**config.mk**
```make
export PLATFORM = sky130hd
export DESIGN_NAME = spi_reg_bank
export DESIGN_NICKNAME = d
export VERILOG_FILES = /design/src/rtl/spi_reg_bank.sv
export SDC_FILE = /design/constraint.sdc
export NUM_CORES = 1
export LEC_CHECK = 0
export CAP_MARGIN = 25
export CORE_MARGIN = 2
export CORE_UTILIZATION = 45
export CTS_CLUSTER_DIAMETER = 60
export DETAILED_ROUTE_END_ITERATION = 8
export PLACE_DENSITY_LB_ADDON = 0.15
export SKIP_CTS_REPAIR_TIMING = 1
export SYNTH_ARGS = -nofsm -noshare
export SYNTH_HDL_FRONTEND = slang
export SYNTH_SLANG_ARGS = --single-unit
```
**constraint.sdc**
```tcl
create_clock -name clk -period 2.3 [get_ports clk]
set_input_delay 0.575 -clock clk [delete_from_list [all_inputs] [get_ports clk]]
set_output_delay 0.575 -clock clk [all_outputs]
set_load 0.1 [all_outputs]
```
**src/rtl/spi_reg_bank.sv**
```systemverilog
// spi_reg_bank: SPI slave that writes one addressed frame at a time into a bank
// of double-buffered registers. Each register has a pending buffer that goes
// live on a load strobe, or the frame can bypass the buffer with its IMM flag.
module spi_reg_bank #(
   parameter int                          NUM_REGS = 6,
   parameter int                          ADDR_W   = 3,
   parameter int                          DATA_W   = 16,
   parameter logic [NUM_REGS*DATA_W-1:0]  INIT     = '0
) (
   input  logic                           clk,
   input  logic                           reset,
   input  logic                           i_sclk,
   input  logic                           i_ss_n,
   input  logic                           i_mosi,
   input  logic                           load_if_ready,
   input  logic                           i_cancel,
   output logic [NUM_REGS*DATA_W-1:0]     o_regs,
   output logic [NUM_REGS-1:0]            o_pending,
   output logic                           o_overrun,
   output logic                           o_bad_addr
);

   localparam int FRAME_W = 1 + ADDR_W + DATA_W;
   localparam int CNT_W   = $clog2(FRAME_W);
   localparam logic [CNT_W-1:0] LAST_BIT = CNT_W'(FRAME_W - 1);

   // Synchroniser stages; index 0 is the newest sample.
   logic [2:0]                 sclk_sync_q;
   logic [1:0]                 ss_sync_q;
   logic [1:0]                 mosi_sync_q;
   logic                       sclk_rise_s;
   logic                       ss_active_s;
   logic                       mosi_s;

   // Frame assembly.
   logic [FRAME_W-1:0]         shift_q;
   logic [CNT_W-1:0]           cnt_q;
   logic                       commit_q;
   logic                       frame_imm_s;
   logic [ADDR_W-1:0]          frame_addr_s;
   logic [DATA_W-1:0]          frame_data_s;

   // Register bank: live values, pending buffers and pending flags.
   logic [NUM_REGS*DATA_W-1:0] live_q, live_d;
   logic [NUM_REGS*DATA_W-1:0] buf_q,  buf_d;
   logic [NUM_REGS-1:0]        pend_q, pend_d;
   logic                       ovr_q,  ovr_d;
   logic                       bad_q,  bad_d;
   logic                       do_load_s;
   logic                       addr_hit_s;

   // Bring the asynchronous SPI pins into the clk domain; idle is sclk low, ss high.
   always_ff @(posedge clk) begin
      if (reset) begin
         sclk_sync_q <= 3'b000;
         ss_sync_q   <= 2'b11;
         mosi_sync_q <= 2'b00;
      end else begin
         sclk_sync_q <= {sclk_sync_q[1:0], i_sclk};
         ss_sync_q   <= {ss_sync_q[0], i_ss_n};
         mosi_sync_q <= {mosi_sync_q[0], i_mosi};
      end
   end

   assign sclk_rise_s = (sclk_sync_q[2:1] == 2'b01);
   assign ss_active_s = ~ss_sync_q[1];
   assign mosi_s      = mosi_sync_q[1];

   // Shift frame bits on SCLK rises; wrap the counter so frames may run back to back.
   always_ff @(posedge clk) begin
      if (reset) begin
         shift_q  <= '0;
         cnt_q    <= '0;
         commit_q <= 1'b0;
      end else begin
         commit_q <= 1'b0;
         if (!ss_active_s) begin
            // Deselect abandons any partial frame.
            cnt_q <= '0;
         end else if (sclk_rise_s) begin
            shift_q <= {shift_q[FRAME_W-2:0], mosi_s};
            if (cnt_q == LAST_BIT) begin
               cnt_q    <= '0;
               commit_q <= 1'b1;
            end else begin
               cnt_q <= cnt_q + CNT_W'(1);
            end
         end else begin
            cnt_q <= cnt_q;
         end
      end
   end

   assign frame_imm_s  = shift_q[FRAME_W-1];
   assign frame_addr_s = shift_q[FRAME_W-2 -: ADDR_W];
   assign frame_data_s = shift_q[DATA_W-1:0];

   // Next bank state: load first, then the frame commit, then cancel overrides pending flags.
   always_comb begin
      live_d     = live_q;
      buf_d      = buf_q;
      pend_d     = pend_q;
      ovr_d      = 1'b0;
      bad_d      = 1'b0;
      addr_hit_s = 1'b0;
      do_load_s  = load_if_ready & ~i_cancel;

      for (int i = 0; i < NUM_REGS; i++) begin
         if (do_load_s && pend_q[i]) begin
            live_d[i*DATA_W +: DATA_W] = buf_q[i*DATA_W +: DATA_W];
            pend_d[i]                  = 1'b0;
         end else begin
            pend_d[i] = pend_d[i];
         end
      end

      if (commit_q) begin
         for (int i = 0; i < NUM_REGS; i++) begin
            if (frame_addr_s == ADDR_W'(i)) begin
               addr_hit_s = 1'b1;
               if (frame_imm_s) begin
                  // Immediate write beats any same-edge load of this register.
                  live_d[i*DATA_W +: DATA_W] = frame_data_s;
               end else begin
                  // A same-edge load already moved the old buffer live, so nothing is lost.
                  ovr_d                     = pend_q[i] & ~do_load_s;
                  buf_d[i*DATA_W +: DATA_W] = frame_data_s;
                  pend_d[i]                 = 1'b1;
               end
            end else begin
               addr_hit_s = addr_hit_s;
            end
         end
         bad_d = ~addr_hit_s;
      end else begin
         bad_d = 1'b0;
      end

      if (i_cancel) begin
         pend_d = '0;
      end else begin
         pend_d = pend_d;
      end
   end

   // Bank state and status pulses.
   always_ff @(posedge clk) begin
      if (reset) begin
         live_q <= INIT;
         buf_q  <= '0;
         pend_q <= '0;
         ovr_q  <= 1'b0;
         bad_q  <= 1'b0;
      end else begin
         live_q <= live_d;
         buf_q  <= buf_d;
         pend_q <= pend_d;
         ovr_q  <= ovr_d;
         bad_q  <= bad_d;
      end
   end

   assign o_regs     = live_q;
   assign o_pending  = pend_q;
   assign o_overrun  = ovr_q;
   assign o_bad_addr = bad_q;

endmodule

```
==> flow_metrics.tcl <==
set metrics [dict create \
    final_report_hold_violation_count 0 \
    ffs_latches_synth 233 \
    arrival_ns 2.37 \
    via_count 8034 \
    slew_headroom 0.435 \
    gpl.final_weighted_congestion 0.812 \
    highest_metal_layer_with_signal_wires "met4" \
    antennaDiodeCount 0 \
    preCtsSetupSlack_ns 0.000912 \
    pin_count_of_the_biggest_net_entering_global_routing 56 \
    floorplan.die.height_um 147 \
    first_iter_violations 428 \
    avg_vias_per_cell 5.28 \
    layoutNonFillerInstCount 1523 \
    clock_insertion_delay_worst_skew_ns 0.52 \
    grt_first_pass_wirelength_um 40200 \
    cap_viol_max_count 0 \
    layout_common_cells "sky130_fd_sc_hd__nand2_1, sky130_fd_sc_hd__dfxtp_1, sky130_fd_sc_hd__buf_4, sky130_fd_sc_hd__a21oi_1, sky130_fd_sc_hd__nor2_1" \
    hpwlAfterDp_um 15600 \
    clock-skew-final_ns 0.0137 \
    power_total_mw 8.24 \
    final.period_utilization 0.856 \
    io_pins 111 \
    clockBufferDepth 3 \
    core-area_um2 20200 \
    area_growth_pct 22.2 \
    wl_um 25300 \
    synth.lib_cells_used.distinct 38 \
    post_synth_instance_area_um2 9200 \
    worst_setup_path_start_kind "flip-flop" \
    timing.critical_path.required_ns 2.70 \
    die_area_um2 21600 \
    grt_overflow 0 \
    maximum_frequency_from_static_timing_analysis_mhz 508 \
    fin_area_um2 11200 \
    tritoncts "built" \
    cts_buffers 25 \
    critical_path_maximum_fanout 17 \
    wirelength_met1_um 12000 \
    crit_path_end_kind "flip-flop" \
    all_layer_global_routing_usage 0.230 \
    setup_tns_ns 0 \
    met3_wirelength_um 1460 \
    cts.root.buffer_cell "sky130_fd_sc_hd__clkbuf_16" \
    numPortBuffers 110 \
    path_class "reg2reg" \
    cp_top_family "simple AND/OR/NAND/NOR gates" \
    cts.clk_slew.worst_paths_ns 0.06 \
    max_h_tree_level 1 \
    drt_first_pass_iters 5 \
    total_leakage_power_nw 4.11 \
    run_status "completed" \
    drc_errors 0 \
    clock_sink_count 233 \
    rsz0062_at_grt "false" \
    fin_util 0.558 \
    place_inst 1479 \
    synth_async_sr_flop_share 0 \
    slowest_stage_delay_on_critical_path_ns 0.72 \
    wl_met2_um 11500 \
    share_of_layout_cells_above_drive_strength_1 0.169 \
    final_net_count 1244 \
    synth_area_per_inst_um2 7.90 \
    floorplan.rows 52 \
    cell_count_after_synthesis 1165 \
    initial_cell_density_of_the_core 0.456 \
    postPlaceCellArea_um2 10400 \
    first_global_vias 7352 \
    worst_hold_path_type "reg2reg" \
    cp_bufs_invs 0 \
    mappedNetlistNets 1173 \
    drv_slew 0 \
    number_of_antenna_violations_at_the_first_check_in_global_routing 0 \
    worst_pin_slew_ns 0.845 \
    r2r_setup_slack_ns 0.33 \
    pwr_density_cell_nw_per_um2 733 \
    path_cells "nor2_2 > nand4_1 > nand2_1 > a21oi_1" \
    final_common_cell "sky130_fd_sc_hd__nand2_1" \
    cpMaxStageDelayCell "sky130_fd_sc_hd__nand4_1" \
    route.antenna.remaining_nets 0 \
    synth_edf_count 0 \
    dominant_synthesized_flop_cell "sky130_fd_sc_hd__dfxtp_1" \
    fin_crit_ns 1.97 \
    chip_width_um 147 \
    setup_ws_ns 0.330 \
    wl_per_cell_um 16.6 \
    ys_seq_area_frac 0.507 \
    vdd_ir_drop_max_mv 0.629 \
    setup_viol 0 \
    yosysWarnings 0 \
    hold-worst-slack_ns 0.409 \
]
layout make-up:
type | instances | area (µm²)
clock buffer | 35 | 733
timing repair buffer | 152 | 1350
sequential | 233 | 4660
multi-input combinational | 824 | 4060
tap | 270 | 338
clock inverter | 9 | 103
fill | 1899 | 8920
sequential cells by signal (all words and copies together), names as in the netlist:
| signal | cells |
|---|---|
| sclk_sync_q | 3 |
| mosi_sync_q | 2 |
| ss_sync_q | 2 |
| o_pending | 6 |
| commit_q | 1 |
| o_bad_addr | 1 |
| buf_q | 96 |
| o_overrun | 1 |
| shift_q | 20 |
| cnt_q | 5 |
| o_regs | 96 |
synthesized netlist by cell type (2+ instances only):
master,n,area [µm²]
sky130_fd_sc_hd__nor3_1,3,15.0
sky130_fd_sc_hd__nand2b_1,7,43.8
sky130_fd_sc_hd__and2_1,10,62.6
sky130_fd_sc_hd__dfxtp_1,233,4660
sky130_fd_sc_hd__a311oi_2,16,240
sky130_fd_sc_hd__clkbuf_2,8,40.0
sky130_fd_sc_hd__mux2i_1,4,40.0
sky130_fd_sc_hd__a311oi_1,80,701
sky130_fd_sc_hd__o21ai_0,3,15.0
sky130_fd_sc_hd__nand4_1,4,25.0
sky130_fd_sc_hd__a21oi_1,122,611
sky130_fd_sc_hd__nor2_1,101,379
sky130_fd_sc_hd__clkbuf_1,67,251
sky130_fd_sc_hd__buf_1,2,7.51
sky130_fd_sc_hd__nor2b_1,11,68.8
sky130_fd_sc_hd__or2_2,3,18.8
sky130_fd_sc_hd__buf_2,25,125
sky130_fd_sc_hd__buf_6,2,22.5
sky130_fd_sc_hd__nand2_1,439,1650
sky130_fd_sc_hd__nand3_1,2,10.0
sky130_fd_sc_hd__xor2_1,2,17.5
sky130_fd_sc_hd__nor4b_1,2,17.5
sky130_fd_sc_hd__buf_4,4,30.0
report_power, final:
group          switching [mW]  internal [mW]  total, mW
sequential            0.00216           4.04       4.04
combinational          0.0848         0.0356      0.120
clock                    1.64           2.44       4.08
final timing paths:
path	startpoint	cells past startpoint	to
setup reg to reg	shift_q[18]$_SDFFE_PP0P_	4	buf_q[55]$_SDFFE_PP0P_
setup / recovery	shift_q[18]$_SDFFE_PP0P_	4	buf_q[55]$_SDFFE_PP0P_
hold / removal	ss_sync_q[0]$_SDFF_PP1_	1	ss_sync_q[1]$_SDFF_PP1_
hold reg to reg	ss_sync_q[0]$_SDFF_PP1_	1	ss_sync_q[1]$_SDFF_PP1_
cell families after synthesis:
| family | count (synthesis) | synth area share |
|---|---|---|
| buffers and inverters | 108 | 0.0518 |
| adders and majority gates | 1 | 0.00136 |
| xor gates and xnor gates | 3 | 0.00286 |
| and+or+nand+nor | 593 | 0.261 |
| muxes | 4 | 0.00435 |
| AOI/OAI and AO/OA | 223 | 0.172 |
| DFF | 233 | 0.507 |
metal layers:
| metal | vias up | track usage |
|---|---|---|
| met5 | - | 0 |
| met4 | 0 | 0.0481 |
| met3 | 27 | 0.0388 |
| met2 | 207 | 0.368 |
| met1 | 3780 | 0.329 |
| li1 | 4020 | - |
Note: power is estimated with default switching activity, not from simulation.
==> variant: new RTL, config.mk and constraints unchanged <==
The output `o_overrun` loses its register stage (`ovr_q` becomes a continuous assignment).
--- a/src/rtl/spi_reg_bank.sv
+++ b/src/rtl/spi_reg_bank.sv
@@ -150,5 +150,4 @@
          buf_q  <= '0;
          pend_q <= '0;
-         ovr_q  <= 1'b0;
          bad_q  <= 1'b0;
       end else begin
@@ -156,8 +155,9 @@
          buf_q  <= buf_d;
          pend_q <= pend_d;
-         ovr_q  <= ovr_d;
          bad_q  <= bad_d;
       end
    end
+
+   assign ovr_q = ovr_d;
 
    assign o_regs     = live_q;
Behaviour: no difference found for any inputs over 4 cycles, from zero or initial values and one cycle with reset high; that may be too few to reach the edited logic, so the function may still have changed.
==> variant against the unedited design <==
  * The run now ends with setup timing left
  * Critical path type is now reg -> out
  * Critical path depth is 1 higher
  * First-iteration DRC count is 40% higher
  * Hold slack worse by 0.0028 ns
  * Power is 0.44% lower
  * Via count is 2.6% higher
  * Worst setup slack worse by 0.38 ns
  * Largest power group is now sequential cells
  * Wire length is 4.2% higher
  * Critical endpoint is now o_overrun
  * Area after synthesis is 3.5% higher
  * Design area is 3.6% higher
  * Sequential cell count is 1 lower
  * Combinational power is 39% higher
==> variant: results (changes against the unedited design) <==
inverters=4 (+4); TNS Setup=-0.0502 ns (-0.0502 ns); # clk buffers=40 (+14%); GP Congestion=0.873 (+7.5%); final hold slack=0.406 ns (-0.00277 ns); Layout area overhead=22.4%; status=finished with violations; final setup fails=1 (+1); CP Capture Type=output pin; crit path max-delay cell type=dfxtp_4; sequential portion of the cell area=0.401 (-0.0142); Critical Path Start=shift_q[17]; number of global-route vias before repair=7,443 (+1.2%); routed len/inst=17.2 um (+3.7%); Clock buf/inv share=0.0714 (-0.00292); failing checks=setup timing; total number of multi-input combinational cells=797 (-3.3%); R2R Path End=buf_q[12]; DR iter-0 viols=598 (+40%); first-pass GRT wire length=41,100 um (+2.2%); #FFs+latches synth=232 (-0.43%); hpwl dp=16,100 um (+3.0%); met1 GRT Util=0.338 (+0.00900); register area share after synthesis=0.488 (-0.0191); Distinct cells, synth=46 (+21%); setup ws final=-0.0502 ns (-0.380 ns); dpl cell area=0.0107 mm2 (+2.4%); Non-Filler Instances=1,530 (+0.46%); total track usage=0.230 (+0.000650); Leak Pwr=4.43 nW (+7.8%); Critical Path AT=1.78 ns (-0.59 ns); synth cell count leaders=290 x nand2_1, 232 x dfxtp_1, 122 x nor2_1, 109 x a21oi_1, 79 x nand3_1; non-clk buf share=0.127 (+0.00773); worst relative slew slack=0.401 (-0.0343); r2r startpoint=shift_q[17]; filler cell count=1,945 (+2.4%); top-area cell type share of the netlist area=0.488 (-0.0191); Post-Syn Nets=1,154 (-1.6%); fraction of area in multi-input gates=0.370 (+0.00861); Mapped Avg Cell Area=8.31 um2 (+5.2%); FF-to-FF path depth=6 (+2); met3 routed WL=1360 um (-6.9%); internal power=6.47 mW (-0.78%); CTS Buf Count=26 (+4.0%); clk_skew=0.00655 ns (-0.00717 ns); peak supply drop=0.000621 V (-1.3%); Via-to-Cell Ratio=5.39 (+2.1%)
[variant: cell types whose count changed after synthesis, sizes merged, moves of 17 or more]
cell    before  now
clkbuf      75   50
nand3        2   79
a211oi       0   17
nor2       102  123
nand2      439  292
mux2i        4   33
a311oi      96   77
buf         33   63
[variant: cell families (layout without fill, tap and decap cells)]
| logic type | Yosys count | after routing | synth area share |
|---|---|---|---|
| buffers and inverters | 117 | 226 | 0.0670 |
| xor gates and xnor gates | 3 | 3 | 0.00276 |
| muxes | 37 | 37 | 0.0394 |
| DFF | 232 | 232 | 0.488 |
| adders and majority gates | 1 | 1 | 0.00131 |
| AOI/OAI and AO/OA | 212 | 212 | 0.156 |
| and+or+nand+nor | 544 | 544 | 0.245 |
[variant: worst max-delay path, delay by kind of cell (launching register included)]
kind            cells  cell delay, ns
flops               1            0.41
compound gates      3            0.46
buf+inv             1            0.16
simple gates        1            0.21
